[config.mk]
export PLATFORM = sky130hd
export DESIGN_NAME = ym_write_sequencer
export DESIGN_NICKNAME = d
export VERILOG_FILES = /design/src/rtl/ym_write_sequencer.sv
export SDC_FILE = /design/constraint.sdc
export NUM_CORES = 1
export LEC_CHECK = 0
export CAP_MARGIN = 5
export CORE_AREA = 3 3 188 190
export CTS_BUF_LIST = sky130_fd_sc_hd__clkbuf_16
export DETAILED_ROUTE_END_ITERATION = 7
export DIE_AREA = 0 0 191 193
export GPL_ROUTABILITY_DRIVEN = 0
export GPL_TIMING_DRIVEN = 0
export PLACE_DENSITY = 0.66
export SYNTH_ARGS = -nofsm -noshare
export SYNTH_HDL_FRONTEND = slang
export SYNTH_SLANG_ARGS = --single-unit
[constraint.sdc]
create_clock -name clk -period 3.7 [get_ports clk]
set_input_delay 0.925 -clock clk [delete_from_list [all_inputs] [get_ports clk]]
set_output_delay 0.925 -clock clk [all_outputs]
set_load 0.05 [all_outputs]
[src/rtl/ym_write_sequencer.sv]
// Write FIFO and bus sequencer for the YM bank.
// Replays host writes in order, honouring strobe width and per-chip busy time.
module ym_write_sequencer #(
    parameter int YM_COUNT   = 9,
    parameter int FIFO_DEPTH = 16,
    parameter int WR_CYCLES  = 12,
    parameter int ADDR_WAIT  = 102,
    parameter int DATA_WAIT  = 498
) (
    input  logic                          clk,
    input  logic                          rst_n,
    input  logic                          in_wr,
    input  logic [4:0]                    in_cs,
    input  logic [1:0]                    in_addr,
    input  logic [7:0]                    in_din,
    input  logic                          clr_ovf,
    output logic [4:0]                    ym_cs,
    output logic [1:0]                    ym_addr,
    output logic [7:0]                    ym_din,
    output logic                          ym_wr_n,
    output logic [$clog2(FIFO_DEPTH):0]   level,
    output logic                          full,
    output logic                          busy,
    output logic                          ovf
);

    localparam int PW  = $clog2(FIFO_DEPTH);
    localparam int LW  = PW + 1;
    localparam int TW  = $clog2(DATA_WAIT + 1);
    localparam int CNW = $clog2(WR_CYCLES + 1);

    typedef enum logic [1:0] {
        S_IDLE,
        S_SETUP,
        S_STROBE,
        S_HOLD
    } state_e;

    state_e          state_q, state_d;
    logic [14:0]     mem_q [FIFO_DEPTH];
    logic [PW-1:0]   wr_ptr_q, rd_ptr_q;
    logic [LW-1:0]   level_q;
    logic            ovf_q, ovf_d;
    logic [CNW-1:0]  cnt_q, cnt_d;
    logic [4:0]      cs_q;
    logic [1:0]      addr_q;
    logic [7:0]      din_q;
    logic [TW-1:0]   t_q [1:YM_COUNT];

    logic [14:0]     head;
    logic [4:0]      head_cs;
    logic            head_valid, head_free, timers_busy;
    logic            push, pop, latch;

    assign head       = mem_q[rd_ptr_q];
    assign head_cs    = head[14:10];
    assign head_valid = (head_cs != 5'd0) && (int'(head_cs) <= YM_COUNT);

    assign full = (level_q == LW'(FIFO_DEPTH));
    assign push = in_wr && !full;
    assign ovf_d = (in_wr && full) || (ovf_q && !clr_ovf);

    always_comb begin
        head_free   = 1'b0;
        timers_busy = 1'b0;
        for (int k = 1; k <= YM_COUNT; k++) begin
            if (head_cs == 5'(k)) head_free = (t_q[k] == '0);
            if (t_q[k] != '0) timers_busy = 1'b1;
        end
    end

    always_comb begin
        state_d = state_q;
        cnt_d   = cnt_q;
        pop     = 1'b0;
        latch   = 1'b0;
        unique case (state_q)
            S_IDLE: begin
                if (level_q != '0) begin
                    if (!head_valid) begin
                        pop = 1'b1;
                    end else if (head_free) begin
                        pop     = 1'b1;
                        latch   = 1'b1;
                        state_d = S_SETUP;
                    end
                end
            end
            S_SETUP: begin
                cnt_d   = '0;
                state_d = S_STROBE;
            end
            S_STROBE: begin
                if (cnt_q == CNW'(WR_CYCLES - 1)) state_d = S_HOLD;
                else cnt_d = cnt_q + 1'b1;
            end
            S_HOLD: state_d = S_IDLE;
            default: state_d = S_IDLE;
        endcase
    end

    always_ff @(posedge clk) begin
        if (push) mem_q[wr_ptr_q] <= {in_cs, in_addr, in_din};
    end

    always_ff @(posedge clk or negedge rst_n) begin
        if (!rst_n) begin
            state_q  <= S_IDLE;
            wr_ptr_q <= '0;
            rd_ptr_q <= '0;
            level_q  <= '0;
            ovf_q    <= 1'b0;
            cnt_q    <= '0;
            cs_q     <= '0;
            addr_q   <= '0;
            din_q    <= '0;
        end else begin
            state_q <= state_d;
            cnt_q   <= cnt_d;
            ovf_q   <= ovf_d;
            if (push) wr_ptr_q <= wr_ptr_q + 1'b1;
            if (pop) rd_ptr_q <= rd_ptr_q + 1'b1;
            if (push && !pop) level_q <= level_q + 1'b1;
            else if (!push && pop) level_q <= level_q - 1'b1;
            if (latch) begin
                cs_q   <= head_cs;
                addr_q <= head[9:8];
                din_q  <= head[7:0];
            end
        end
    end

    // Reload happens on the HOLD cycle; issue requires zero, so no live reload.
    always_ff @(posedge clk or negedge rst_n) begin
        if (!rst_n) begin
            for (int k = 1; k <= YM_COUNT; k++) t_q[k] <= '0;
        end else begin
            for (int k = 1; k <= YM_COUNT; k++) begin
                if (state_q == S_HOLD && cs_q == 5'(k))
                    t_q[k] <= addr_q[0] ? TW'(DATA_WAIT) : TW'(ADDR_WAIT);
                else if (t_q[k] != '0)
                    t_q[k] <= t_q[k] - 1'b1;
            end
        end
    end

    assign ym_cs   = (state_q == S_IDLE) ? 5'd0 : cs_q;
    assign ym_addr = addr_q;
    assign ym_din  = din_q;
    assign ym_wr_n = (state_q != S_STROBE);
    assign level   = level_q;
    assign ovf     = ovf_q;
    assign busy    = (level_q != '0) || (state_q != S_IDLE) || timers_busy;

endmodule

======== Word level (Yosys, flattened, before mapping) ========
Memories as Yosys holds them, arrays and structs flattened.
Cells that the tools add are included.
word-level totals
  ROM bits ................................ 0
  register bits after elaboration ......... 116
  latch bits .............................. 0
  memories kept ........................... 1
  memory bits (writable) .................. 240
  input port bits ......................... 19
  logic and storage cells ................. 176
operators by class
  add/subtract/negate cells ............... 14
  magnitude comparators ................... 1
  eq/ne operators ......................... 29
  multiplexer cells ....................... 56
  divide/modulo/power cells ............... 0
  multipliers ............................. 0
  bitwise gates (word level) .............. 0
  shift operators ......................... 0
  reduce and logical (&&, ||, !) cells .... 57
memory list
  memory  words  width  read ports  clocked after memory_dff  wr ports  RTL line  text
  mem_q   16     15     1           0                         1         40        logic [14:0] mem_q [FIFO_DEPTH];
operators by type and width
  kind                   count
  $mux W9                19
  $logic_not A9 Y1       9
  $reduce_bool A9 Y1     9
  $sub A9 B1 Y9 const B  9
  $eq A5 B3 Y1 const B   8
  $mux W1                27
  $reduce_bool A2 Y1     12
  $eq A5 B2 Y1 const B   4
  $eq A5 B4 Y1 const B   4
  $logic_and A1 B1 Y1    15
  $mux W5                3
  $add A4 B1 Y4 const B  3
  $eq A5 B1 Y1 const B   2
  $ne A2 B2 Y1 const B   5
  $reduce_bool A5 Y1     2
  $mux W2                4
  $pmux W2 S4            1
  $pmux W4 S2            1
  $add A5 B1 Y5 const B  1
  $eq A5 B5 Y1 const B   1
  $le A5 B4 Y1 const B   1
  $sub A5 B1 Y5 const B  1
  $eq A2 B2 Y1 const B   2
  $eq A4 B4 Y1 const B   1
  other kinds (8)        13

======== Logic depth before layout (Yosys ltp) ========
An unclocked memory read counts as a cell.
  depth after elaboration ................. 18
  mapped depth ............................ 18
  mapped depth without buffers ............ 17

======== Least setup slack after synthesis ========
Ideal clock, no wire load.
  kind .................................... register to register
  start ................................... register rd_ptr_q[1]
  end ..................................... register level_q[4], in the netlist level[4]
  stages on the path, launching flop included .. 17
  library setup time ...................... 0.145 ns
  slack ................................... -0.200 ns
  data required time ...................... 3.555 ns
  path buffers ............................ 1
  data arrival time ....................... 3.756 ns
  cells stage by stage .................... dfrtp_1 -> buf_2 -> mux4_2 -> mux4_2 -> mux2i_1 -> nor4b_1 -> a31oi_1 -> a31oi_1 -> inv_1 -> ha_1 -> inv_1 -> ha_1 -> a21o_1 -> a21oi_1 -> xnor2_1 -> nor2_1 -> xor2_1
on the way
  longest elaborated chain between the ends .. 18
RTL lines
  what                                                  RTL line  text
  from (decl)                                           41        logic [PW-1:0] wr_ptr_q, rd_ptr_q;
  from (signal assigned)                                122       if (pop) rd_ptr_q <= rd_ptr_q + 1'b1;
  $mem_v2 Z16 W15 *                                     n/a
  $eq A5 B1 Y1                                          67        if (head_cs == 5'(k)) head_free = (t_q[k] == '0);
  $mux W1 (9 in a row)                                  67
  $mux W1                                               82        end else if (head_free) begin
  $mux W1 *                                             80        if (!head_valid) begin
  $mux W1 *                                             79        if (level_q != '0) begin
  $mux W1 *                                             77        unique case (state_q)
  $logic_not A1 Y1                                      123       if (push && !pop) level_q <= level_q + 1'b1;
  $logic_and A1 B1 Y1                                   123
  $mux W5 / $reduce_bool A2 Y1 (equally long branches)  n/a
  to (signal assigned)                                  123
  to (signal assigned)                                  124       else if (!push && pop) level_q <= level_q - 1'b1;
  to (decl)                                             42        logic [LW-1:0] level_q;
Mark *: on every way between the ends. The rest lies on a longest branch, timed or not.
A chain may end at the register's enable or synchronous reset.

======== Worst setup path in the final report ========
Same ends and word-level chain as after synthesis.

==> results_dict.tcl <==
set metrics [dict create \
    outcome "finished, violations left" \
    violations "setup timing" \
    die_w_um 191 \
    critPathCaptureType "flop" \
    async_flop_share_pct 32.58 \
    timing.critical_path.mode_cell "mux4_2" \
    diodes 0 \
    timing.rr.end "level[4]" \
    initial_utilization_pct 45.21 \
    syn_to_final_growth_pct 19.68 \
    leakage_nw 6.480 \
    critical_path_class "reg -> reg" \
    dpl.cell_count 1486 \
    r2r_start "rd_ptr_q[1]" \
    cp.arrival_ns 4.13 \
    cts_made_buffers 38 \
    vias 8703 \
    grt_pass1_wl_um 51600 \
    grt_overflow 0 \
    synth-edff-count 240 \
    synth_area_um2 15200 \
    grt_max_degree 63 \
    ir_worst_vdd_mv 0.4276 \
    dp.final_hpwl_um 21110 \
    worstMarginPinSlew_ns 1.117 \
    clk_latency_ns 0.54 \
    syn_area_per_cell_um2 15.57 \
    maxSlewHeadroom_pct 25.51 \
    power_density_nw_per_um2 841.5 \
    min_path_type "in -> async" \
    setup_violations 1 \
    drt_iter0_markers 746 \
    synthCells 976 \
    timing.max_cap.violations 0 \
    min_period_over_period_pct 100.3 \
    critical-path-max-stage-delay_ns 0.52 \
    drc 0 \
    required_ns 4.12 \
    port_buffers 42 \
    cts_buffer_depth 3 \
    synthFlopType "edfxtp_1" \
    cp_max_fo 8 \
    grt_pass1_vias 8840 \
    die_h_um 193 \
    grt_use_total_pct 18.35 \
    hold_viol 0 \
    nets 1153 \
    max_freq_mhz 269.6 \
    drt_pass1_iterations 5 \
    ys_ff_latch 356 \
    wl_um 32810 \
    die-area_um2 36860 \
    synthDistinctLibCells 61 \
    cts-root-buf "clkbuf_16" \
    syn-num-nets 1021 \
    crit_start "rd_ptr_q[1]" \
    ys_warn_count 0 \
    worst_slack_ns -0.009651 \
    drt-vias-per-instance 5.491 \
    clkSlewWorstSetupHoldPaths_ns 0.06 \
    fin_setup_tns_ns -0.009651 \
    h-tree-depth 2 \
    fp-row-count 67 \
    drtAntennaViolNets 0 \
    yosysSeqAreaShare_pct 66.52 \
    antenna_found_initial 0 \
    wl_per_cell_um 20.70 \
    cts_tree "yes" \
    crit_path_start_kind "flop" \
    r2r_cells 16 \
    drive_gt1_share_pct 23.04 \
    drv_slew 0 \
    post-route-util_pct 54.11 \
    rsz0062_at_grt "true" \
    r2r_setup_slack_ns -0.01 \
    num_io_pins 43 \
    stdcell_count 1585 \
    min_period_ns 3.710 \
    cts_sinks 356 \
    fin_skew_ns 0.02751 \
    path_cells "buf_6, mux4_2, mux4_2, mux2i_1, nor4b_2, a31oi_2, a31oi_4, inv_2, ha_4, inv_4, fa_2, a21o_1, a21oi_2, xnor2_1, nor2_1, xor2_1" \
    core-area_um2 33620 \
    crit_slowest_cell "mux4_2" \
]
-- critical path: cells and delay by family, from the launching register on --
kind / cells / cell delay [ns]
fa+ha+maj: 2 / 0.49
xor+xnor: 2 / 0.27
flops: 1 / 0.37
compound gates: 4 / 0.73
mux: 3 / 1.26
buf+inv: 3 / 0.33
simple gates: 2 / 0.14
-- placed cells by master, fill, tap and decap left out, types with 15 or more instances in the layout --
cell	count
o21ai_0	23
nor4_1	16
nand2_1	82
ha_1	23
inv_1	33
dfrtp_1	116
nor2_2	15
edfxtp_1	240
mux4_2	72
a21oi_1	18
clkbuf_16	38
xnor2_1	51
buf_4	33
nor2_1	54
clkdlybuf4s50_1	40
-- Yosys cell counts (12+ instances only) --
library cell	number	area [µm²]
a21oi_1	20	100.1
clkbuf_1	13	48.80
dfrtp_1	116	2903
edfxtp_1	240	7207
ha_1	25	312.8
inv_1	27	101.4
mux2_2	12	135.1
mux4_2	72	1622
nand2_1	82	307.8
nand2b_1	14	87.58
nand3_1	15	75.07
nor2_1	69	259.0
nor2b_1	15	93.84
nor3_1	18	90.09
nor4_1	19	118.9
o21ai_0	23	115.1
xnor2_1	51	446.7
xor2_1	14	122.6
-- flip-flops by register name, summed over array words and instances, names as in the netlist --
name / count
ym_addr: 2
t_q: 81
cs_q: 5
mem_q: 240
ym_din: 8
rd_ptr_q: 4
state_q: 2
wr_ptr_q: 4
ovf: 1
cnt_q: 4
level: 5
-- worst max path at each step --
stage                     cells after the start  slack (ns)   endpoint
after floorplan                              16       0.005   level[4]
after global placement                        1       -3.41  ym_din[5]
after detailed placement                     15       -0.58   level[4]
after CTS                                    16        0.01   level[4]
after global routing                         16       -0.15   level[4]
final                                        16       -0.01   level[4]
-- power by group --
part / switching, mW / internal, mW / total [mW]
Sequential: 0.637 / 5.17 / 5.81
Clock: 1.58 / 1.97 / 3.55
Combinational: 3.17 / 2.78 / 5.95
-- what timing repair did --
item | in CTS | in global routing
hold buffers | 0 | 0
pin swaps | 11 | 11
endpoints found under the hold margin | 0 | 0
setup buffers | 19 | 11
gates resized for setup | 45 | 18
endpoints found under the setup margin | 5 | 3
-- metrics by stage --
| stage | area (µm²) | setup slack, ns | hold WS (ns) | power, mW |
|---|---|---|---|---|
| after floorplan | 15230 | 0.005001 | 0.4592 | 9.732 |
| after global placement | 16210 | -3.407 | 0.4826 | 11.05 |
| after detailed placement | 16560 | -0.5848 | 0.4925 | 11.29 |
| after CTS | 18010 | 0.01419 | 0.3945 | 15.22 |
| after global routing | 18190 | -0.1506 | 0.4107 | 16.24 |
| final | 18190 | -0.009651 | 0.3836 | 15.31 |
-- kinds of logic after synthesis --
logic type	after synthesis	synth area share, %
buffers and inverters	60	1.688
AND/OR/NAND/NOR	280	9.484
AO/OA/AOI/OAI	93	3.919
adder cells (fa/ha/maj)	26	2.190
flip-flops	356	66.52
multiplexers	96	12.46
XOR/XNOR	65	3.746
-- layout make-up --
class | count | area (µm²)
Fill cell | 2670 | 15430
Tap cell | 448 | 560.5
Clock buffer | 38 | 950.9
Timing Repair Buffer | 92 | 943.4
Buffer | 32 | 225.2
Clock inverter | 31 | 217.7
Inverter | 28 | 107.6
Sequential cell | 356 | 10110
Multi-Input combinational cell | 560 | 5075
-- layer usage --
layer / GRT usage (%) / wire length, µm
met1: 24.52 / 13830
met2: 31.04 / 16160
met3: 3.471 / 1913
met4: 5.278 / 906
met5: 0 / 0
No activity file was read; power rests on OpenSTA's default activity.
